## src/rtl/fpnew_out_buffer.sv

```systemverilog
// -----------------------------------------------------------------------------
// fpnew_out_buffer
//
// Output decoupling buffer that sits after the FPNew aux chain and the lane
// pipelines. Each completed result is captured together with its status flags,
// tag and aux payload, then offered on a ready/valid output port.
//
// in_ready_o depends only on the registered fill level. This cuts the
// combinational path from out_ready_i back into the pipelines.
//
// Parameters
//   Width       result width in bits
//   Depth       number of entries, 1..16; need not be a power of two
//   FallThrough 1: an empty buffer forwards the input in the same cycle
//               0: the output is always registered
//   TagType     operation tag type
//   AuxType     aux payload type
//
// Ports
//   clk_i, rst_i                      clock, synchronous active-high reset
//   result_i/status_i/tag_i/aux_i     entry from the lanes and aux chain
//   in_valid_i, in_ready_o            upstream handshake
//   flush_i                           synchronous flush of all entries
//   result_o/status_o/tag_o/aux_o     head entry
//   out_valid_o, out_ready_i          downstream handshake
//   busy_o                            buffer holds (or is passing) an entry
// -----------------------------------------------------------------------------
module fpnew_out_buffer #(
    parameter int unsigned Width       = 64,
    parameter int unsigned Depth       = 2,
    parameter bit          FallThrough = 1'b0,
    parameter type         TagType     = logic,
    parameter type         AuxType     = logic
) (
    input  logic             clk_i,
    input  logic             rst_i,
    input  logic [Width-1:0] result_i,
    input  logic [4:0]       status_i,
    input  TagType           tag_i,
    input  AuxType           aux_i,
    input  logic             in_valid_i,
    output logic             in_ready_o,
    input  logic             flush_i,
    output logic [Width-1:0] result_o,
    output logic [4:0]       status_o,
    output TagType           tag_o,
    output AuxType           aux_o,
    output logic             out_valid_o,
    input  logic             out_ready_i,
    output logic             busy_o
);

    if (Depth < 1 || Depth > 16) begin : g_depth_check
        $error("fpnew_out_buffer: Depth must be in 1..16");
    end

    localparam int unsigned PtrW = (Depth > 1) ? $clog2(Depth) : 1;
    localparam int unsigned CntW = $clog2(Depth + 1);
    localparam logic [PtrW-1:0] LastPtr = PtrW'(Depth - 1);
    localparam logic [CntW-1:0] Full    = CntW'(Depth);

    // Storage
    logic [Width-1:0] result_q [Depth];
    logic [4:0]       status_q [Depth];
    TagType           tag_q    [Depth];
    AuxType           aux_q    [Depth];

    logic [PtrW-1:0] rd_ptr_q, rd_ptr_d;
    logic [PtrW-1:0] wr_ptr_q, wr_ptr_d;
    logic [CntW-1:0] count_q,  count_d;

    logic empty, ft_active, push, pop;

    assign empty = (count_q == '0);

    // Fall-through only ever engages on an empty buffer; otherwise the head
    // comes from storage so ordering is preserved.
    assign ft_active = FallThrough && empty && in_valid_i;

    assign in_ready_o  = (count_q != Full);
    assign out_valid_o = !empty || ft_active;
    assign busy_o      = !empty || ft_active;

    // A fall-through entry that is accepted downstream is never stored.
    assign push = in_valid_i && in_ready_o && !(ft_active && out_ready_i);
    assign pop  = !empty && out_ready_i;

    always_comb begin
        if (ft_active) begin
            result_o = result_i;
            status_o = status_i;
            tag_o    = tag_i;
            aux_o    = aux_i;
        end else begin
            result_o = result_q[rd_ptr_q];
            status_o = status_q[rd_ptr_q];
            tag_o    = tag_q[rd_ptr_q];
            aux_o    = aux_q[rd_ptr_q];
        end
    end

    always_comb begin
        rd_ptr_d = rd_ptr_q;
        wr_ptr_d = wr_ptr_q;
        count_d  = count_q;
        if (flush_i) begin
            rd_ptr_d = '0;
            wr_ptr_d = '0;
            count_d  = '0;
        end else begin
            if (push) wr_ptr_d = (wr_ptr_q == LastPtr) ? '0 : wr_ptr_q + 1'b1;
            if (pop)  rd_ptr_d = (rd_ptr_q == LastPtr) ? '0 : rd_ptr_q + 1'b1;
            case ({push, pop})
                2'b10:   count_d = count_q + 1'b1;
                2'b01:   count_d = count_q - 1'b1;
                default: count_d = count_q;
            endcase
        end
    end

    always_ff @(posedge clk_i) begin
        if (rst_i) begin
            rd_ptr_q <= '0;
            wr_ptr_q <= '0;
            count_q  <= '0;
            for (int i = 0; i < Depth; i++) begin
                result_q[i] <= '0;
                status_q[i] <= '0;
                tag_q[i]    <= '0;
                aux_q[i]    <= '0;
            end
        end else begin
            rd_ptr_q <= rd_ptr_d;
            wr_ptr_q <= wr_ptr_d;
            count_q  <= count_d;
            if (push && !flush_i) begin
                result_q[wr_ptr_q] <= result_i;
                status_q[wr_ptr_q] <= status_i;
                tag_q[wr_ptr_q]    <= tag_i;
                aux_q[wr_ptr_q]    <= aux_i;
            end
        end
    end

    // Overflow/underflow must be impossible through the handshake.
    a_no_overflow : assert property (@(posedge clk_i) disable iff (rst_i)
        push |-> (count_q != Full));
    a_no_underflow : assert property (@(posedge clk_i) disable iff (rst_i)
        pop |-> !empty);
    a_count_range : assert property (@(posedge clk_i) disable iff (rst_i)
        count_q <= Full);

endmodule

```

## config.mk

```make
export PLATFORM = sky130hd
export DESIGN_NAME = fpnew_out_buffer
export DESIGN_NICKNAME = d
export VERILOG_FILES = /design/src/rtl/fpnew_out_buffer.sv
export SDC_FILE = /design/constraint.sdc
export NUM_CORES = 1
export LEC_CHECK = 0
export CAP_MARGIN = 20
export CORE_MARGIN = 1.5
export CORE_UTILIZATION = 35
export DETAILED_ROUTE_END_ITERATION = 10
export HOLD_SLACK_MARGIN = 0.12
export PLACE_DENSITY = 0.57
export SETUP_SLACK_MARGIN = 0.1
export SLEW_MARGIN = 25
export SYNTH_ARGS = -nofsm -noshare
export SYNTH_HDL_FRONTEND = slang
export SYNTH_SLANG_ARGS = --single-unit
export TNS_END_PERCENT = 1
```

## constraint.sdc

```tcl
create_clock -name clk_i -period 3.5 [get_ports clk_i]
set_input_delay 0.7 -clock clk_i [delete_from_list [all_inputs] [get_ports clk_i]]
set_output_delay 0.7 -clock clk_i [all_outputs]
set_load 0.1 [all_outputs]
```

; ---- After elaboration in Yosys (flattened, before gate mapping)
; Memories as Yosys holds them, arrays and structs flattened. A register that Yosys moved wholly into a read port is not among the register bits.
; Cells that the tools add are included.
[totals]
register_bits = 4
latch_bits = 0
mem_bits_rw = 142
mem_bits_ro = 0
in_bits = 76
out_inout_bits = 74
word_cells = 54
memories = 4
[op_classes]
addsub = 4
mul = 0
div = 0
order_cmp = 0
eq_ne = 3
shift = 0
n_mux = 28
bitwise_logic = 0
n_reduce_logical = 12
[memory_table]
columns = memory, words, width, read_ports, rd_ports_with_merged_regs, wr, line
row1 = result_q, 2, 64, 1, 1, 2, 63  ; logic [Width-1:0] result_q [Depth];
row2 = status_q, 2, 5, 1, 1, 2, 64  ; logic [4:0] status_q [Depth];
row3 = aux_q, 2, 1, 1, 1, 2, 66  ; AuxType aux_q [Depth];
row4 = tag_q, 2, 1, 1, 1, 2, 65  ; TagType tag_q [Depth];
[ops]
columns = op, n
row1 = 2-to-1 mux 64 bit, 1
row2 = OR reduction 64 bit, 1
row3 = 2-to-1 mux 1 bit, 25
row4 = 2-to-1 mux 5 bit, 1
row5 = OR reduction 5 bit, 1
row6 = case mux 2 bit (2 select lines), 1
row7 = logical AND 1 bit, 3
row8 = "adder 1 bit, second input constant", 2
row9 = "adder 2 x 1 -> 2 bit, second input constant", 1
row10 = "equality test 2 x 1 -> 1 bit, second input constant", 1
row11 = "equality test 2 bit, second input constant", 1
row12 = logical NOT 1 bit, 2
row13 = logical NOT 2 bit, 1
row14 = "!= test 2 bit, second input constant", 1
row15 = nonzero test 2 bit, 1
row16 = OR reduction 1 bit, 2
row17 = OR reduction 2 bit, 1
row18 = "subtractor 2 x 1 -> 2 bit, second input constant", 1

; ---- Depth between registers and ports, before layout
[logic_depth]
depth_word = 8
depth_mapped = 7

; ---- Worst setup path before layout
; OpenSTA, ideal clock, no wires.
[synth_timing]
path_type = input port to flip-flop
start = input port flush_i
end = memory aux_q[0] (netlist bit), enable pin
t_arrival_ns = 2.333
required_ns = 3.102
path_slack_ns = 0.768
stages = 4
path_buffers = 1
cell_sequence = or2_0 -> buf_2 -> nor4_4 -> or2_2
[synth_rtl]
columns = element, line
row1 = "start, declared", 43  ; input logic flush_i,
row2 = "end, declared", 66

==> flow_summary_export.csv <==
group,metric,value,unit
global_routing,grt_first_pass_wirelength,19500,um
run_status,status,"finished clean",
power_and_ir_drop,p_leak,3.25,nW
drt,drc,0,
finish,final_core_util,0.470,
yosys,synth.distinct_cells,22,
clock_tree,clock_sinks,147,
setup_path,cp_common_cell,"buf_4",
placement,routabilityCongestion,0.691,
timing,min_period_over_period,0.819,
placement,port_buffers,149,
finish,n_antenna_cell,0,
yosys,synth.avg_cell_area,15.5,um2
floorplan,dieWidth,138,um
setup_path,criticalPathCategory,"reg -> out",
timing,post-route-min-period,2.87,ns
drt,avgRoutedWirePerCell,16.1,um
global_routing,grt_use_total,0.142,
drt,vias,3658,
clock_tree,cts_hold_buf,0,
timing,finalHoldWorstSlack,0.516,ns
finish,nets,636,
yosys,synth_nets,486,
finish,regArea,0.00437,mm2
setup_path,crit_arrival,2.17,ns
timing,fin_tns_setup,0,ns
timing,rsz0062_at_grt,"false",
min_path,hold_path_depth,2,
setup_path,timing.rr.start,"wr_ptr_q$_SDFFE_PP0P_",
drt,routed_via_density,4.57,
clock_tree,cts_setup_buffers,0,
floorplan,rows,49,
finish,multi_input_area,0.00186,mm2
setup_path,slowest_delay,0.69,ns
yosys,synth_seq_cells,147,
drt,firstDrtPassIters,4,
yosys,yosysSeqAreaShare,0.687,
timing,finalSetupViolCount,0,
clock_tree,path_clk_slew,0.06,ns
placement,placed_area,0.00791,mm2
placement,hpwlAfterDp,7700,um
clock_tree,cts_resized,0,
setup_path,worst_r2r_path_depth,4,
timing,slew_headroom,0.543,
clock_tree,worstSkewPairLatency,0.42,ns
timing,max_freq,0.349,GHz
drt,drt.antenna.violating_nets,0,
setup_path,setup.worst_path.start_class,"register",
timing,clock-skew-final,0.00487,ns
yosys,ys.warnings.count,0,
drt,routed_wl,12900,um
global_routing,grt.overflow.total,0,
global_routing,antenna_found_initial,0,
floorplan,ios,150,
clock_tree,clockRootBuffer,"clkbuf_16",
job,cap_violations,0,
global_routing,grt_pass1_vias,3736,
min_path,min_from,"rd_ptr_q$_SDFFE_PP0P_",
timing,tightest_slew,0.686,ns
clock_tree,htreeDepth,4,
finish,design_area,0.00842,mm2
clock_tree,cts_tree,"built",
yosys,syn_inst,409,
setup_path,slowest_stage,"dfxtp_4",
floorplan,initial_utilization,0.355,
drt,first_iter_violations,148,
floorplan,die_area,0.0190,mm2
clock_tree,clock_path_buffers,2,
setup_path,critical_path_peak_fanout,37,
finish,final_cells,801,
finish,fillers,1608,
floorplan,core_area,0.0179,mm2
floorplan,fp.dieH,138,um
placement,dp.cells,769,
finish,syn_to_final_growth,32.4,%
setup_path,end_kind,"output pin",
power_and_ir_drop,ir_drop,0.313,mV
setup_path,crit_chain,"buf_4 -> mux2_2 -> buf_4",
finish,layout_common_cells,"and2_1 (142), edfxtp_1 (142), buf_4 (78)",
min_path,hp-class,"reg -> reg",
clock_tree,numCtsBuffers,17,
timing,slew_violations,0,
timing,hold_viol,0,
power_and_ir_drop,powerDensity,527,mW/mm2
setup_path,worstPathRequired,2.80,ns
yosys,syn-cell-area,0.00635,mm2
global_routing,grt_max_degree,72,
finish,drive_above_1_share,0.313,
-- per-stage QoR --
step | total power [W] | setup WS, ns
5_1_grt | 0.00459 | 0.512
4_1_cts | 0.00449 | 0.562
3_3_place_gp | 0.00288 | 0.760
2_1_floorplan | 0.00266 | 0.768
3_5_place_dp | 0.00289 | 0.675
6_report | 0.00444 | 0.634
-- routing by layer --
layer  GRT usage  wire length, um  vias to the layer above  share of wire
met2       0.234             6410                      102           0.50
met5           0                0                        -              0
met1       0.167             5370                     1789           0.42
met3      0.0522              905                       18          0.070
met4      0.0608              205                        0          0.016
li1            -                -                     1749              -
-- registers in the layout, summed over array words and instances (netlist names), named ones only --
name and cells:
tag_q 2, rd_ptr_q 1, result_q 128, wr_ptr_q 1, aux_q 2, count_q 2, status_q 10
-- area by class of cell --
type / count / area share
Sequential cell: 147 / 0.519
Clock inverter: 9 / 0.00758
Timing Repair Buffer: 155 / 0.164
Tap cell: 229 / 0.0340
Multi-Input combinational cell: 235 / 0.221
Inverter: 3 / 0.00134
Clock buffer: 23 / 0.0532
-- critical path: cells and delay by family, from the launching register on --
kind / cells / cell delay (ns)
flip-flops: 1 / 0.69
multiplexers: 1 / 0.40
buffers and inverters: 2 / 0.64
-- cells by family after synthesis --
family	Yosys count	share of synthesized area
simple gates	155	0.156
fa+ha+maj	1	0.00197
compound gates	5	0.00433
flops	147	0.687
buf+inv	27	0.0209
mux	71	0.126
xor+xnor	3	0.00414
-- worst paths after layout --
check	to	slack (ns)
setup / recovery	result_o[21]	0.63
hold / removal	register	0.52
setup reg to reg	result_q[1][35]$_SDFFCE_PN0P_	1.71
hold reg to reg	register	0.52
-- cells in the mapped netlist (all sizes together) --
cell,count,area (um2)
a21oi,2,10.0
and2,142,888
buf,9,47.6
clkbuf,15,73.8
dfxtp,5,100
edfxtp,142,4260
ha,1,12.5
inv,3,11.3
mux2,71,800
nand2,1,3.75
nor2,3,11.3
nor2b,1,8.76
nor4,2,42.5
o21a,1,7.51
o21ai,2,10.0
or2,4,25.0
or3,2,12.5
xnor2,2,17.5
xor2,1,8.76
-- power breakdown --
| part | total, W | switching, W | internal (W) |
|---|---|---|---|
| Sequential | 0.00204 | 0.0000242 | 0.00202 |
| Combinational | 0.000803 | 0.000579 | 0.000223 |
| Clock | 0.00159 | 0.000635 | 0.000959 |
Note: power is estimated with default switching activity, not from simulation.
